--- src/rtl/vga_timing.sv ---
// vga_timing: pixel-rate raster counters with sync/de decode, delayed to line up
// with the draw-stage pixel pipeline.
module vga_timing #(
  parameter int H_ACTIVE   = 640,
  parameter int H_FP       = 16,
  parameter int H_SYNC     = 96,
  parameter int H_BP       = 48,
  parameter int V_ACTIVE   = 480,
  parameter int V_FP       = 10,
  parameter int V_SYNC     = 2,
  parameter int V_BP       = 33,
  parameter int SYNC_POL   = 0,
  parameter int CLK_DIV    = 4,
  parameter int PIPE_DELAY = 2
) (
  input  logic        clk,
  input  logic        rst_n,
  output logic [10:0] o_x,
  output logic [10:0] o_y,
  output logic        o_pix_en,
  output logic        o_active,
  output logic        o_line_start,
  output logic        o_frame_start,
  output logic        o_hsync,
  output logic        o_vsync,
  output logic        o_de
);
  localparam int H_TOTAL = H_ACTIVE + H_FP + H_SYNC + H_BP;
  localparam int V_TOTAL = V_ACTIVE + V_FP + V_SYNC + V_BP;
  localparam int DW = CLK_DIV > 1 ? $clog2(CLK_DIV) : 1;
  localparam logic SP = SYNC_POL != 0;
  localparam logic [2:0] IDLE = {1'b0, ~SP, ~SP};

  if (H_TOTAL > 2048 || V_TOTAL > 2048 || CLK_DIV < 1 || PIPE_DELAY < 0) begin : g_bad_cfg
    $error("vga_timing: illegal timing parameters");
  end

  logic [DW-1:0] r_div;
  logic [10:0]   r_x, r_y;
  logic          w_pix_en, w_x_last, w_first, w_hs, w_vs;
  logic [2:0]    w_now, w_out;

  assign w_pix_en = r_div == DW'(CLK_DIV - 1);
  assign w_x_last = r_x == 11'(H_TOTAL - 1);

  always_ff @(posedge clk or negedge rst_n) begin
    if (!rst_n) begin
      r_div <= '0;
      r_x   <= '0;
      r_y   <= '0;
    end else begin
      r_div <= w_pix_en ? '0 : r_div + 1'b1;
      if (w_pix_en) begin
        r_x <= w_x_last ? '0 : r_x + 11'd1;
        if (w_x_last) r_y <= r_y == 11'(V_TOTAL - 1) ? '0 : r_y + 11'd1;
      end
    end
  end

  // Start pulses mark the first clk of a pixel period and stay quiet while in reset.
  assign w_first       = rst_n && r_div == '0;
  assign o_x           = r_x;
  assign o_y           = r_y;
  assign o_pix_en      = w_pix_en;
  assign o_line_start  = w_first && r_x == '0;
  assign o_frame_start = o_line_start && r_y == '0;
  assign o_active      = r_x < 11'(H_ACTIVE) && r_y < 11'(V_ACTIVE);
  assign w_hs = r_x >= 11'(H_ACTIVE + H_FP) && r_x < 11'(H_ACTIVE + H_FP + H_SYNC);
  assign w_vs = r_y >= 11'(V_ACTIVE + V_FP) && r_y < 11'(V_ACTIVE + V_FP + V_SYNC);
  assign w_now = {o_active, w_hs ? SP : ~SP, w_vs ? SP : ~SP};

  if (PIPE_DELAY == 0) begin : g_nopipe
    assign w_out = rst_n ? w_now : IDLE;
  end else begin : g_pipe
    logic [2:0] r_pipe [PIPE_DELAY];
    always_ff @(posedge clk or negedge rst_n) begin
      if (!rst_n) begin
        for (int i = 0; i < PIPE_DELAY; i++) r_pipe[i] <= IDLE;
      end else begin
        r_pipe[0] <= w_now;
        for (int i = 1; i < PIPE_DELAY; i++) r_pipe[i] <= r_pipe[i-1];
      end
    end
    assign w_out = r_pipe[PIPE_DELAY-1];
  end

  assign {o_de, o_hsync, o_vsync} = w_out;
endmodule
--- config.mk ---
export PLATFORM = sky130hd
export DESIGN_NAME = vga_timing
export DESIGN_NICKNAME = d
export VERILOG_FILES = /design/src/rtl/vga_timing.sv
export SDC_FILE = /design/constraint.sdc
export NUM_CORES = 1
export LEC_CHECK = 0
export ABC_AREA = 1
export CORE_ASPECT_RATIO = 1.25
export CORE_MARGIN = 2
export CORE_UTILIZATION = 35
export CTS_CLUSTER_SIZE = 20
export DETAILED_ROUTE_END_ITERATION = 8
export PLACE_DENSITY = 0.57
export SLEW_MARGIN = 20
export SYNTH_ARGS = -nofsm -noshare
export SYNTH_HDL_FRONTEND = slang
export SYNTH_SLANG_ARGS = --single-unit
--- constraint.sdc ---
create_clock -name clk -period 1.4 [get_ports clk]
set_input_delay 0.42 -clock clk [delete_from_list [all_inputs] [get_ports clk]]
set_output_delay 0.42 -clock clk [all_outputs]
set_load 0.01 [all_outputs]
Word level (Yosys, flattened, before mapping)
Index checks and enable logic that the tools add are counted.
{"block": "word_totals", "register_bits": 30, "elab_cells": 32, "output_inout_bits": 29, "inputBits": 2}
{"block": "classes", "reduce_logical": 10, "n_mux": 5, "n_addsub": 3, "n_eq_ne": 3, "magnitude_cmp": 6}
{"operator": "$add A11 B1 Y11 const B", "count": 2}
{"operator": "$eq A11 B10 Y1 const B", "count": 2}
{"operator": "$logic_not A11 Y1", "count": 2}
{"operator": "$lt A11 B10 Y1 const B", "count": 2}
{"operator": "$lt A11 B9 Y1 const B", "count": 2}
{"operator": "$mux W11", "count": 2}
{"operator": "$ge A11 B10 Y1 const B", "count": 1}
{"operator": "$ge A11 B9 Y1 const B", "count": 1}
{"operator": "$logic_and A1 B1 Y1", "count": 6}
{"operator": "$add A2 B1 Y2 const B", "count": 1}
{"operator": "$eq A2 B2 Y1 const B", "count": 1}
{"operator": "$logic_not A2 Y1", "count": 1}
{"operator": "$mux W1", "count": 2}
{"operator": "$mux W2", "count": 1}
{"operator": "$reduce_and A2 Y1", "count": 1}

Logic depth before layout (Yosys ltp)
{"block": "logic_depth", "depth_word": 4, "mapped_depth": 9, "mapped_depth_nobuf": 9}

Worst setup path after synthesis
No wires, ideal clock.
{"block": "synth_timing", "path_kind": "register -> output", "start": "register r_y[0] (netlist: o_y[0])", "end": "output o_frame_start", "arrival_ps": 1208, "required_time_ps": 980, "slack_ps": -228, "path_stages_with_launch": 7, "path_cell_list": "dfrtp_1 -> inv_1 -> ha_1 -> inv_1 -> nor2_1 -> nand3_1 -> nor3_1"}
{"block": "synth_via", "elab_chain_cells": 2}
{"item": "from (decl)", "line_no": "39", "source": "logic [10:0] r_x, r_y;"}
{"item": "from (signal assigned)", "line_no": "55", "source": "if (w_x_last) r_y <= r_y == 11'(V_TOTAL - 1) ? '0 : r_y + 11'd1;"}
{"item": "$logic_not A11 Y1", "line_no": "66", "source": "assign o_frame_start = o_line_start && r_y == '0;"}
{"item": "$logic_and A1 B1 Y1", "line_no": "66"}
{"item": "to (decl)", "line_no": "23", "source": "output logic o_frame_start,"}
No other way between the ends.

Worst setup path in the final report
{"block": "layout_timing", "start": "register r_x[5] (netlist: o_x[5])", "end": "output o_frame_start"}
{"block": "layout_via", "elab_chain_cells": 3}
{"item": "from (decl)", "line_no": "39"}
{"item": "from (signal assigned)", "line_no": "54", "source": "r_x <= w_x_last ? '0 : r_x + 11'd1;"}
{"item": "$logic_not A11 Y1", "line_no": "65", "source": "assign o_line_start = w_first && r_x == '0;"}
{"item": "$logic_and A1 B1 Y1", "line_no": "65"}
{"item": "$logic_and A1 B1 Y1", "line_no": "66"}
No other way between the ends.

==> impl_metrics.csv <==
group,metric,value,unit
synthesis,synth-seq-cells,30,
sta,setup_viol,26,
sta,worst_hold_slack,341,ps
synthesis,synth_async_sr_flop_share,1.00,
sta,max_clock_freq,530,MHz
worst_setup_path,cell_breakdown_of_the_critical_path,"nor2_1 -> nand2_1 -> nor2_1 -> nand2_1 -> nor3_2 -> buf_2",
synthesis,yosys_warnings,0,
placement,dp.cells,361,
flow_run,max-cap-violations,0,
worst_setup_path,slowest_stage,"dfrtp_1",
outcome,failed_checks,"setup timing",
layout,fraction_of_layout_instances_using_a_drive_strength_above_1,0.515,
power_and_ir_drop,power_leakage,1.51,nW
worst_setup_path,timing.setup.critical_path_class,"reg2out",
layout,postLayoutCoreUtil,0.633,
detailed_routing,detail_route.iter0.violations,43,
detailed_routing,avgViaCountPerCell,4.67,
layout,ff_latch_area,758,um2
sta,tcrit_tclk_final,1.35,
sta,final.setup_skew,5.76,ps
detailed_routing,wl_per_cell,13.0,um
floorplan,core.rowCount,28,
layout,number_of_standard_cells_in_the_final_layout_excluding_fillers,392,
clocking,tritoncts,"built",
synthesis,yosys.cell_types.count,29,
worst_setup_path,critical_path_required,980,ps
power_and_ir_drop,irDropWorstVdd,548,uV
grt,grt_pass1_vias,1777,
sta,rsz0062_at_grt,"yes",
grt,antenna_found_initial,0,
synthesis,syn_inst,225,
sta,report.final.slew_viol_count,0,
clocking,worst_setup_hold_path_clk_slew,70,ps
grt,grt_max_degree,31,
detailed_routing,total_wirelength,5.09,mm
synthesis,ys_seq_area_frac,0.435,
synthesis,yosys-mux-area-fraction,0,
outcome,outcome,"complete, but fails checks",
floorplan,floorplan.die.width,67.0,um
sta,fin_ws,-486,ps
grt,grt_usage,0.195,
layout,filler_cell_count,423,
synthesis,yosys.area_share.adder,0.0432,
layout,layout_commonest_cell,"buf_6",
worst_hold_path,hold_path.class,"in2async",
layout,fin_nets,339,
worst_setup_path,cp.arrival,1470,ps
clocking,clock_insertion_delay_at_the_later_pin_of_the_skew_report,290,ps
layout,layout.cells.most_common_list,"buf_6 (45), nand2_1 (42), buf_4 (40)",
floorplan,floorplan.die_area,5550,um2
layout,multi_input_area,1020,um2
floorplan,fp.dieH,82.8,um
worst_setup_path,end_kind,"output pin",
synthesis,post_synth_instance_area,1740,um2
sta,final_period_minus_worst_setup_slack,1890,ps
clocking,cts_buffer_depth,2,
layout,number_of_diodes,0,
clocking,cts_buffers,5,
sta,max-slew-margin-rel,0.730,
clocking,clock_tree.root_cell,"clkbuf_8",
synthesis,synth_simple_gate_area_frac,0.359,
floorplan,initial_utilization,0.365,
synthesis,synth_top_family_by_area,"simple AND/OR/NAND/NOR gates",
sta,timing.final.hold_violations,0,
synthesis,synth-compound-area-share,0.0331,
placement,gpl.final_weighted_congestion,0.857,
floorplan,top_level_ports,31,
clocking,number_of_clock_sinks,30,
synthesis,dominantRegCellSynth,"dfrtp_1",
clocking,ctsHtreeMaxLevel,2,
synthesis,synth_xor_xnor_area_share,0.0353,
worst_setup_path,start_kind,"register",
detailed_routing,dr.pass1.iters,4,
sta,max_slew.worst_pin.slew,405,ps
floorplan,floorplan.core_area,4760,um2
layout,area_growth_syn_to_layout,73.4,%
detailed_routing,route.vias.total,1829,
detailed_routing,remaining_drc_errors,0,
placement,count_of_input_and_output_buffers,30,
power_and_ir_drop,p_per_cell_area,590,nW/um2
synthesis,synth_enable_flop_cells,0,
synthesis,syn_nets,233,
worst_setup_path,crit_path_max_fanout,2,
grt,grt.overflow.total,0,
placement,hpwl,3.47,mm
synthesis,mean_area_per_synthesized_cell,7.72,um2
grt,grt_first_pass_wirelength,7.98,mm
worst_setup_path,crit_path_max_incr_delay,380,ps
detailed_routing,final_antenna_net_count,0,
state kept, by name, summed over array words and instances (netlist names):
| signal | cells |
|---|---|
| g_pipe.r_pipe | 3 |
| o_x | 11 |
| o_y | 11 |
| r_div | 2 |
| w_out | 3 |
critical path, delay by kind of cell, from the launching register on:
family | cells | cell delay [ps]
buffers and inverters | 1 | 150
flip-flops | 1 | 380
AND/OR/NAND/NOR | 5 | 650
worst paths after layout:
check | from | to | slack [ps] | depth (start not counted)
setup / recovery | o_x[5] | o_frame_start | -490 | 6
hold / removal | rst_n | o_y[10] | 340 | 2
setup reg to reg | r_div[1] | o_x[6] | -170 | 10
hold reg to reg | g_pipe.r_pipe[5] | w_out[2] | 350 | 0
max in group asynchronous | rst_n | g_pipe.r_pipe[3] | 730 | 2
min in group clk | g_pipe.r_pipe[5] | w_out[2] | 350 | 0
kinds of logic (layout without fill, tap and decap cells):
logic type | after synthesis | count (layout)
flops | 30 | 30
simple gates | 134 | 135
buf+inv | 38 | 144
fa+ha+maj | 6 | 6
compound gates | 10 | 10
xor+xnor | 7 | 7
report_power, final:
group / internal, W / total (W) / switching, W
registers: 0.000867 / 0.000867 / 0
clock network: 0.000524 / 0.000888 / 0.000365
logic: 0.00000456 / 0.0000241 / 0.0000195
cell type report:
| class | count | share of cell area |
|---|---|---|
| clock inverters | 3 | 0.0133 |
| multi-input cells | 158 | 0.340 |
| clock buffers | 5 | 0.0228 |
| well taps | 60 | 0.0249 |
| repair buffers | 103 | 0.305 |
| flip-flops and latches | 30 | 0.252 |
| inverters | 33 | 0.0428 |
Yosys cell counts, types with 2 or more instances:
cell type | instances | area (um2)
nand2_1 | 51 | 191
nor2_1 | 40 | 150
inv_1 | 28 | 105
dfrtp_1 | 26 | 651
nand3_1 | 16 | 80.1
nor3_1 | 8 | 40.0
xor2_1 | 7 | 61.3
ha_1 | 6 | 75.1
dfstp_2 | 4 | 105
inv_2 | 4 | 15.0
nand2_2 | 4 | 25.0
nand4_1 | 4 | 25.0
nor2_2 | 3 | 18.8
o21ai_1 | 3 | 15.0
a21oi_1 | 2 | 10.0
buf_2 | 2 | 10.0
buf_6 | 2 | 22.5
nand3b_1 | 2 | 15.0
nor3_2 | 2 | 20.0
o21ai_0 | 2 | 10.0
layer usage:
metal	routed length, um	track usage
met1	2060	0.224
met2	2650	0.337
met3	196	0.0391
met4	180	0.106
met5	0	0
per-stage QoR:
step	total power, W	worst slack (ps)	setup TNS, ps	area (um2)
2_1_floorplan	0.000885	-87.0	-100	1770
3_3_place_gp	0.000909	-906	-4680	2500
3_5_place_dp	0.000909	-951	-5320	2500
4_1_cts	0.00179	-492	-2330	2810
5_1_grt	0.00182	-648	-5770	3010
6_report	0.00178	-486	-3650	3010
timing repair:
action                                 in CTS  in global routing
gates resized for setup                   163                 45
endpoints found under the hold margin       0                  0
setup endpoints to repair                  46                 36
pin swaps                                  21                 15
hold buffers                                0                  0
gates cloned                                1                  0
setup buffers                              20                 12
(Power assumes the default switching activity.)
